===== config.mk =====
export PLATFORM = sky130hd
export DESIGN_NAME = modport_fifo
export DESIGN_NICKNAME = d
export VERILOG_FILES = /design/src/rtl/fifo_pkg.sv /design/src/rtl/fifo_mem.sv /design/src/rtl/modport_fifo.sv
export SDC_FILE = /design/constraint.sdc
export NUM_CORES = 2
export LEC_CHECK = 0
export CAP_MARGIN = 40
export CORE_MARGIN = 1.5
export CORE_UTILIZATION = 44
export DETAILED_ROUTE_END_ITERATION = 7
export PLACE_DENSITY_LB_ADDON = 0.05
export SKIP_LAST_GASP = 1
export SLEW_MARGIN = 20
export SYNTH_ARGS = -nofsm -noshare
export SYNTH_HDL_FRONTEND = slang
export SYNTH_SLANG_ARGS = --single-unit

===== constraint.sdc =====
create_clock -name clk -period 13.9 [get_ports clk]
set_input_delay 2.78 -clock clk [delete_from_list [all_inputs] [get_ports clk]]
set_output_delay 2.78 -clock clk [all_outputs]
set_load 0.01 [all_outputs]

===== src/rtl/fifo_pkg.sv =====
// Shared defaults and types for the modport_fifo block: 128-bit x 16-entry FIFO
// with almost-full at 14 and almost-empty at 2.
package fifo_pkg;
  localparam int DATA_WIDTH    = 128;
  localparam int DEPTH         = 16;
  localparam int ALM_FULL_LVL  = 14;
  localparam int ALM_EMPTY_LVL = 2;
  localparam int ADDR_W        = $clog2(DEPTH);

  typedef logic [DATA_WIDTH-1:0] data_t;
endpackage


===== src/rtl/fifo_mem.sv =====
// Simple dual-port storage for modport_fifo: synchronous write, registered read
// port that holds its value when no read is accepted.
module fifo_mem #(
  parameter int DATA_WIDTH = fifo_pkg::DATA_WIDTH,
  parameter int DEPTH      = fifo_pkg::DEPTH
) (
  input  logic                     clk,
  input  logic                     rstn,
  input  logic                     wr_en,
  input  logic [$clog2(DEPTH)-1:0] wr_addr,
  input  logic [DATA_WIDTH-1:0]    wr_data,
  input  logic                     rd_en,
  input  logic [$clog2(DEPTH)-1:0] rd_addr,
  output logic [DATA_WIDTH-1:0]    rd_data
);
  import fifo_pkg::*;

  logic [DATA_WIDTH-1:0] mem_q [DEPTH];
  logic [DATA_WIDTH-1:0] rd_data_q;
  logic [DATA_WIDTH-1:0] rd_data_d;

  // Storage has no reset so it can map onto block RAM.
  always_ff @(posedge clk) begin
    if (wr_en) begin
      mem_q[wr_addr] <= wr_data;
    end
  end

  always_comb begin
    rd_data_d = rd_data_q;
    if (rd_en) begin
      rd_data_d = mem_q[rd_addr];
    end
  end

  always_ff @(posedge clk or negedge rstn) begin
    if (!rstn) begin
      rd_data_q <= '0;
    end else begin
      rd_data_q <= rd_data_d;
    end
  end

  assign rd_data = rd_data_q;
endmodule


===== src/rtl/modport_fifo.sv =====
// Single-clock FIFO with full/almost-full/empty/almost-empty flags decoded from a
// registered count. Define FIFO_OVF_UDF_EN to add o_overflow/o_underflow pulses.
module modport_fifo #(
  parameter int DATA_WIDTH    = fifo_pkg::DATA_WIDTH,
  parameter int DEPTH         = fifo_pkg::DEPTH,
  parameter int ALM_FULL_LVL  = fifo_pkg::ALM_FULL_LVL,
  parameter int ALM_EMPTY_LVL = fifo_pkg::ALM_EMPTY_LVL
) (
  input  logic                  clk,
  input  logic                  rstn,
  input  logic                  i_wren,
  input  logic                  i_rden,
  input  logic [DATA_WIDTH-1:0] i_wrdata,
  output logic                  o_full,
  output logic                  o_alm_full,
  output logic                  o_empty,
  output logic                  o_alm_empty,
  output logic [DATA_WIDTH-1:0] o_rddata
`ifdef FIFO_OVF_UDF_EN
  ,
  output logic                  o_overflow,
  output logic                  o_underflow
`endif
);
  import fifo_pkg::*;

  localparam int AW = $clog2(DEPTH);
  localparam int CW = AW + 1;

  logic [AW-1:0] wptr_q, wptr_d;
  logic [AW-1:0] rptr_q, rptr_d;
  logic [CW-1:0] count_q, count_d;
  logic          wr_ok, rd_ok;

  assign o_full      = (count_q == CW'(DEPTH));
  assign o_alm_full  = (count_q >= CW'(ALM_FULL_LVL));
  assign o_empty     = (count_q == '0);
  assign o_alm_empty = (count_q <= CW'(ALM_EMPTY_LVL));

  // Acceptance uses the registered flags, so a full FIFO still takes a read
  // while dropping a simultaneous write, and an empty one the reverse.
  assign wr_ok = i_wren && !o_full;
  assign rd_ok = i_rden && !o_empty;

  always_comb begin
    wptr_d  = wptr_q + AW'(wr_ok);
    rptr_d  = rptr_q + AW'(rd_ok);
    count_d = count_q;
    case ({wr_ok, rd_ok})
      2'b10:   count_d = count_q + CW'(1);
      2'b01:   count_d = count_q - CW'(1);
      default: count_d = count_q;
    endcase
  end

  always_ff @(posedge clk or negedge rstn) begin
    if (!rstn) begin
      wptr_q  <= '0;
      rptr_q  <= '0;
      count_q <= '0;
    end else begin
      wptr_q  <= wptr_d;
      rptr_q  <= rptr_d;
      count_q <= count_d;
    end
  end

  fifo_mem #(
    .DATA_WIDTH (DATA_WIDTH),
    .DEPTH      (DEPTH)
  ) u_mem (
    .clk     (clk),
    .rstn    (rstn),
    .wr_en   (wr_ok),
    .wr_addr (wptr_q),
    .wr_data (i_wrdata),
    .rd_en   (rd_ok),
    .rd_addr (rptr_q),
    .rd_data (o_rddata)
  );

`ifdef FIFO_OVF_UDF_EN
  logic ovf_q, ovf_d;
  logic udf_q, udf_d;

  always_comb begin
    ovf_d = i_wren && o_full;
    udf_d = i_rden && o_empty;
  end

  always_ff @(posedge clk or negedge rstn) begin
    if (!rstn) begin
      ovf_q <= 1'b0;
      udf_q <= 1'b0;
    end else begin
      ovf_q <= ovf_d;
      udf_q <= udf_d;
    end
  end

  assign o_overflow  = ovf_q;
  assign o_underflow = udf_q;
`endif
endmodule


======== Yosys cells after proc, flatten, opt, wreduce, memory -nomap -nowiden ========
Memory sizes are Yosys's and may differ from the RTL's. A register that Yosys moved wholly into a read port is not among the register bits.
Index checks and enable logic that the tools add are counted.
word-level totals
  flip-flop bits (word level) ............. 13
  latch bits .............................. 0
  bits in writable memories ............... 2048
  ROM bits ................................ 0
  input bits .............................. 132
  output and inout bits ................... 132
  memories ................................ 1
memory list
  name         words  bits a word  rd ports  clocked after memory_dff  write ports  RTL line        text
  u_mem.mem_q  16     128          1         1                         1            fifo_mem.sv:18  logic [DATA_WIDTH-1:0] mem_q [DEPTH];
cells by class
  add/sub/neg operators ................... 4
  $mul .................................... 0
  divide/modulo/power cells ............... 0
  magnitude comparators ................... 2
  equal/unequal tests ..................... 3
  shift-type cells ........................ 0
  mux-type cells .......................... 3
  bitwise logic cells ..................... 0
  reduce and logical (&&, ||, !) cells .... 7
operators by type and width
  operator                                                               number
  5-bit one-hot mux with 2 select lines                                  1
  4-bit by 1-bit adder with 4-bit output                                 2
  5-bit by 1-bit adder with 5-bit output, second input constant          1
  5-bit == test, second input constant                                   1
  5-bit by 4-bit >= comparator with 1-bit output, second input constant  1
  5-bit by 2-bit <= comparator with 1-bit output, second input constant  1
  5-bit zero test                                                        1
  5-bit by 1-bit subtractor with 5-bit output, second input constant     1
  1-bit zero test                                                        3
  2-bit by 1-bit == test with 1-bit output, second input constant        1
  2-bit == test, second input constant                                   1
  1-bit logical AND                                                      2
  1-bit 2-to-1 mux                                                       2
  2-bit nonzero test                                                     1

======== Longest topological paths before layout ========
  depth in word-level cells ............... 5
  mapped depth ............................ 13
  gate-level depth less buffers ........... 10

======== Modules after synthesis ========
From an unflattened synthesis, not the netlist that was laid out.
unflattened totals
  cell total of the unflattened synthesis .. 3890
  area, all modules ....................... 82447.8 µm²
modules (own cells, without submodules)
  module        instances  cells an instance  area each (µm²)  sequential area each (µm²)
  fifo_mem      1          3827               81725.9          64702.1
  modport_fifo  1          63                 721.9            325.3

======== Least setup slack after synthesis ========
No wires, ideal clock.
  path kind ............................... input-to-reg
  start point ............................. input i_wren
  end point ............................... memory u_mem.mem_q[0][0], enable pin
  setup time .............................. 0.772 ns
  arrival time ............................ 11.952 ns
  slack ................................... 1.176 ns
  cell stages on the path ................. 3
  path buffers ............................ 0
  cell sequence ........................... o21ai_0 -> or3_1 -> nor3_1
between the ends
  word-level cells in the longest chain between the ends .. 3
ends and longest elaborated chain
  element                                 RTL line            text
  start, declared                         modport_fifo.sv:11  input logic i_wren,
  1-bit logical AND                       modport_fifo.sv:42  assign wr_ok = i_wren && !o_full;
  1-bit 2-to-1 mux                        fifo_mem.sv:24      if (wr_en) begin
  1-bit 2-to-1 mux (not written as such)  fifo_mem.sv:25      mem_q[wr_addr] <= wr_data;
  end, declared                           fifo_mem.sv:18
Every way passes these cells.

======== Worst setup path after layout ========
  start point ............................. input i_wren
  end point ............................... memory u_mem.mem_q[8][59], enable pin
Same word-level chain as after synthesis.

==> metrics.md <==
| Metric | Value |
|---|---|
| Final setup violation count | `0` |
| Share of the synthesized area in the top cell type | `74.4%` |
| Post-synth EDFFs | `2048` |
| Hold Fails Final Rpt | `0` |
| Met1 GRT Util | `28.5%` |
| Crit end category | `register` |
| I/O Pins | `264` |
| Buf/Inv on CP | `5` |
| Core Area | `0.186 mm²` |
| Status | `complete, no violations` |
| IO buf count | `263` |
| Fmax | `182 MHz` |
| Slew headroom | `26.2%` |
| Largest net degree at the start of global routing | `136` |
| Sequential fraction of the synthesis area | `78.7%` |
| Layout area overhead | `17.1%` |
| Initial antenna violation count | `20` |
| Post-layout util | `52.1%` |
| Final clock skew | `0.0353 ns` |
| 1st-pass router iterations | `7` |
| CP most frequent cell | `buf_4` |
| DIE AREA | `0.190 mm²` |
| Synth Area in Simple Gates | `0.746%` |
| Fill cell count | `14200` |
| Lkg Pwr | `31.1 nW` |
| Unrepaired setup endpoints after global routing | `false` |
| Post-Synth Adder-Cell Area | `0.106%` |
| Post CTS Setup Buffer Count | `0` |
| GRT busiest layer | `met2` |
| Die Width | `436 µm` |
| Nets | `4038` |
| Mapped cell area | `0.0827 mm²` |
| Compound-Gate Fraction of Synth Area | `2.27%` |
| Largest family of logic cells by synthesized area | `multiplexers` |
| DP HPWL | `113000 µm` |
| Routed vias | `37500` |
| Setup crit start kind | `input port` |
| Cell taking the most area after synthesis | `edfxtp_1` |
| Synth top area cells | `edfxtp_1 (74%), mux4_2 (14%), dfrtp_1 (4.3%), mux2i_1 (2.7%), o221ai_2 (1.5%)` |
| Pre-CTS WS | `7.29 ns` |
| CTS Sinks | `2189` |
| Multi-input logic area | `0.0167 mm²` |
| CTS Buf Count | `223` |
| CP arrival | `6.04 ns` |
| Sequential cell area | `0.0650 mm²` |
| Slowest cell on the critical path | `buf_4` |
| Mux share of post-synthesis cell area | `16.9%` |
| Seq cells post-synth | `2189` |
| All-Layer GR Usage | `20.9%` |
| HP Class | `reg -> reg` |
| Setup ws final | `8.39 ns` |
| Delay of the slowest critical-path stage | `0.58 ns` |
| Max clock buf depth | `3` |
| Peak supply drop | `0.000164 V` |
| Fin crit share | `39.6%` |
| Async SR Flop Fraction | `6.44%` |
| CTS clk-pin slew, worst paths | `0.06 ns` |
| Pwr/cell area | `207 mW/mm²` |
| Max FO, Critical Path | `29` |
| Starting density of the core | `44.4%` |
| Worst-margin pin slew | `1.11 ns` |
| Chip height | `436 µm` |
| H-Tree Depth | `4` |
| Cell variety after synth | `40` |
| Global-route wire length before repair | `287000 µm` |
| Final wirelength | `198000 µm` |
| FP Rows | `158` |
| Met2 Usage GRT | `35.7%` |
| Final Total Pwr | `20.0 mW` |
| Wire length per cell | `30.1 µm` |
| Synth warn | `0` |
| Slew Viols, Final | `0` |
| Grt ovf | `0` |
| Cts hold-fix bufs | `0` |
| GP Congestion | `0.758` |
| Max-cap violations | `0` |
| CTS resizes | `0` |
| Avg Inst Size Synth | `23.8 µm²` |
| CP Cell Sequence | `clkdlybuf4s50_1, o21ai_0, buf_4, or3_1, nor2_4, buf_4, buf_4, buf_12` |
| Synth Area in XOR/XNOR | `0.117%` |
| WS Path Type | `in -> reg` |
| Syn_nets | `3619` |
| Post-route DRC | `0` |
| Via/cell ratio | `5.70` |
| Sum of negative setup slack | `0 ns` |
| Clock insertion delay at the later pin of the skew report | `0.85 ns` |
| DRT antenna net count | `0` |
| WP data required | `14.43 ns` |
| Routing usage on met3 | `2.77%` |
| Clock root buffer | `clkbuf_16` |
| Top FF cell, synth | `edfxtp_1` |
| Kind of cell adding the most delay to the critical path | `buffers and inverters` |
| Vias in the first global route | `40300` |
| Post-Synthesis Cells | `3480` |
| Iteration-0 DRC Markers | `3286` |
| Layout cells sized above 1 | `26.6%` |
| CTS tree | `built` |
| Final min period | `5.51 ns` |
[layer usage]
layer | vias to the layer above | share of wire, %
met4 | 0 | 1.9
met5 | - | 0
met1 | 20500 | 43
li1 | 15700 | -
met2 | 925 | 51
met3 | 283 | 4.0
[through the flow]
step	hold slack [ns]	instances	cell area, µm²
after floorplan	0.473	3480	82700
after global placement	0.489	6105	88200
after detailed placement	0.474	6146	89200
after CTS	0.494	6571	96600
after global routing	0.523	6581	96800
final	0.490	6583	96800
[layout by cell type (no fill, tap or decap), drive strengths merged, types with 2 or more instances in the layout]
master,instances
nand2b,4
clkinv,78
mux2,18
o22ai,34
mux2i,222
nand2,114
clkdlybuf4s50,262
edfxtp,2048
clkbuf,303
a21oi,20
nand3b,2
o221ai,111
xor2,7
bufinv,27
ha,7
buf,123
nor3,6
nor2,15
dfrtp,141
clkinvlp,8
diode,4
o21ai,3
nand3,5
mux4,512
xnor2,4
inv,15
[power breakdown]
group,internal (mW),switching (mW),leakage [nW]
Combinational,2.59,2.90,7.30
Sequential,8.05,0.407,20.2
Clock,3.57,2.48,3.64
[path summary, 6_finish.rpt]
path	end	startpoint	slack, ns	cells past startpoint
max in group asynchronous	u_mem.rd_data[23]$_DFFE_PN0N_	rstn	9.96	4
worst min register to register	u_mem.rd_data[13]$_DFFE_PN0N_	u_mem.rd_data[13]$_DFFE_PN0N_	0.49	2
worst min-delay path	u_mem.rd_data[13]$_DFFE_PN0N_	u_mem.rd_data[13]$_DFFE_PN0N_	0.49	2
worst max-delay path	u_mem.mem_q[8][59]$_DFFE_PP_	i_wren	8.39	8
worst max register to register	u_mem.rd_data[75]$_DFFE_PN0N_	rptr_q[3]$_DFF_PN0_	9.46	7
min in group asynchronous	u_mem.rd_data[27]$_DFFE_PN0N_	rstn	1.94	1
[sequential cells by signal (all words and copies together) (netlist names)]
register	cells
u_mem.mem_q	2048
u_mem.rd_data	128
count_q	5
rptr_q	4
wptr_q	4
[area by class of cell]
| cell class | count | area share (%) |
|---|---|---|
| well taps | 2480 | 3.20 |
| clock buffers | 302 | 6.30 |
| diodes | 4 | 0.0103 |
| flip-flops and latches | 2189 | 67.2 |
| multi-input cells | 1094 | 17.3 |
| inverters | 5 | 0.0194 |
| repair buffers | 386 | 4.59 |
| clock inverters | 123 | 1.41 |
[cells in the mapped netlist, types with 2 or more instances]
cell type  instances
buf_2             81
buf_12             7
xor2_1             7
nor3_1             6
clkbuf_1          85
buf_4              2
nand3b_1           2
mux2i_1          222
ha_1               7
inv_1              4
mux4_2           512
o22ai_1           34
nand2b_1           3
o221ai_2          83
a21oi_1           20
buf_8              3
buf_1             13
nand2_1          114
xnor2_1            4
nor2_1            15
o221ai_1          28
nand3_1            5
o21ai_0            2
edfxtp_1        2048
dfrtp_1          141
mux2_2            18
[worst min-delay path, cell delays in order, from the launching register on]
cell and delay [ns]:
dfrtp_1 0.34, nand2_1 0.05, o221ai_1 0.06
[kinds of logic after synthesis]
family	count (synthesis)
AOI/OAI and AO/OA	174
muxes	752
DFF	2189
and+or+nand+nor	150
buffers and inverters	197
xor gates and xnor gates	11
adders and majority gates	7
Note: power is estimated with default switching activity, not from simulation.
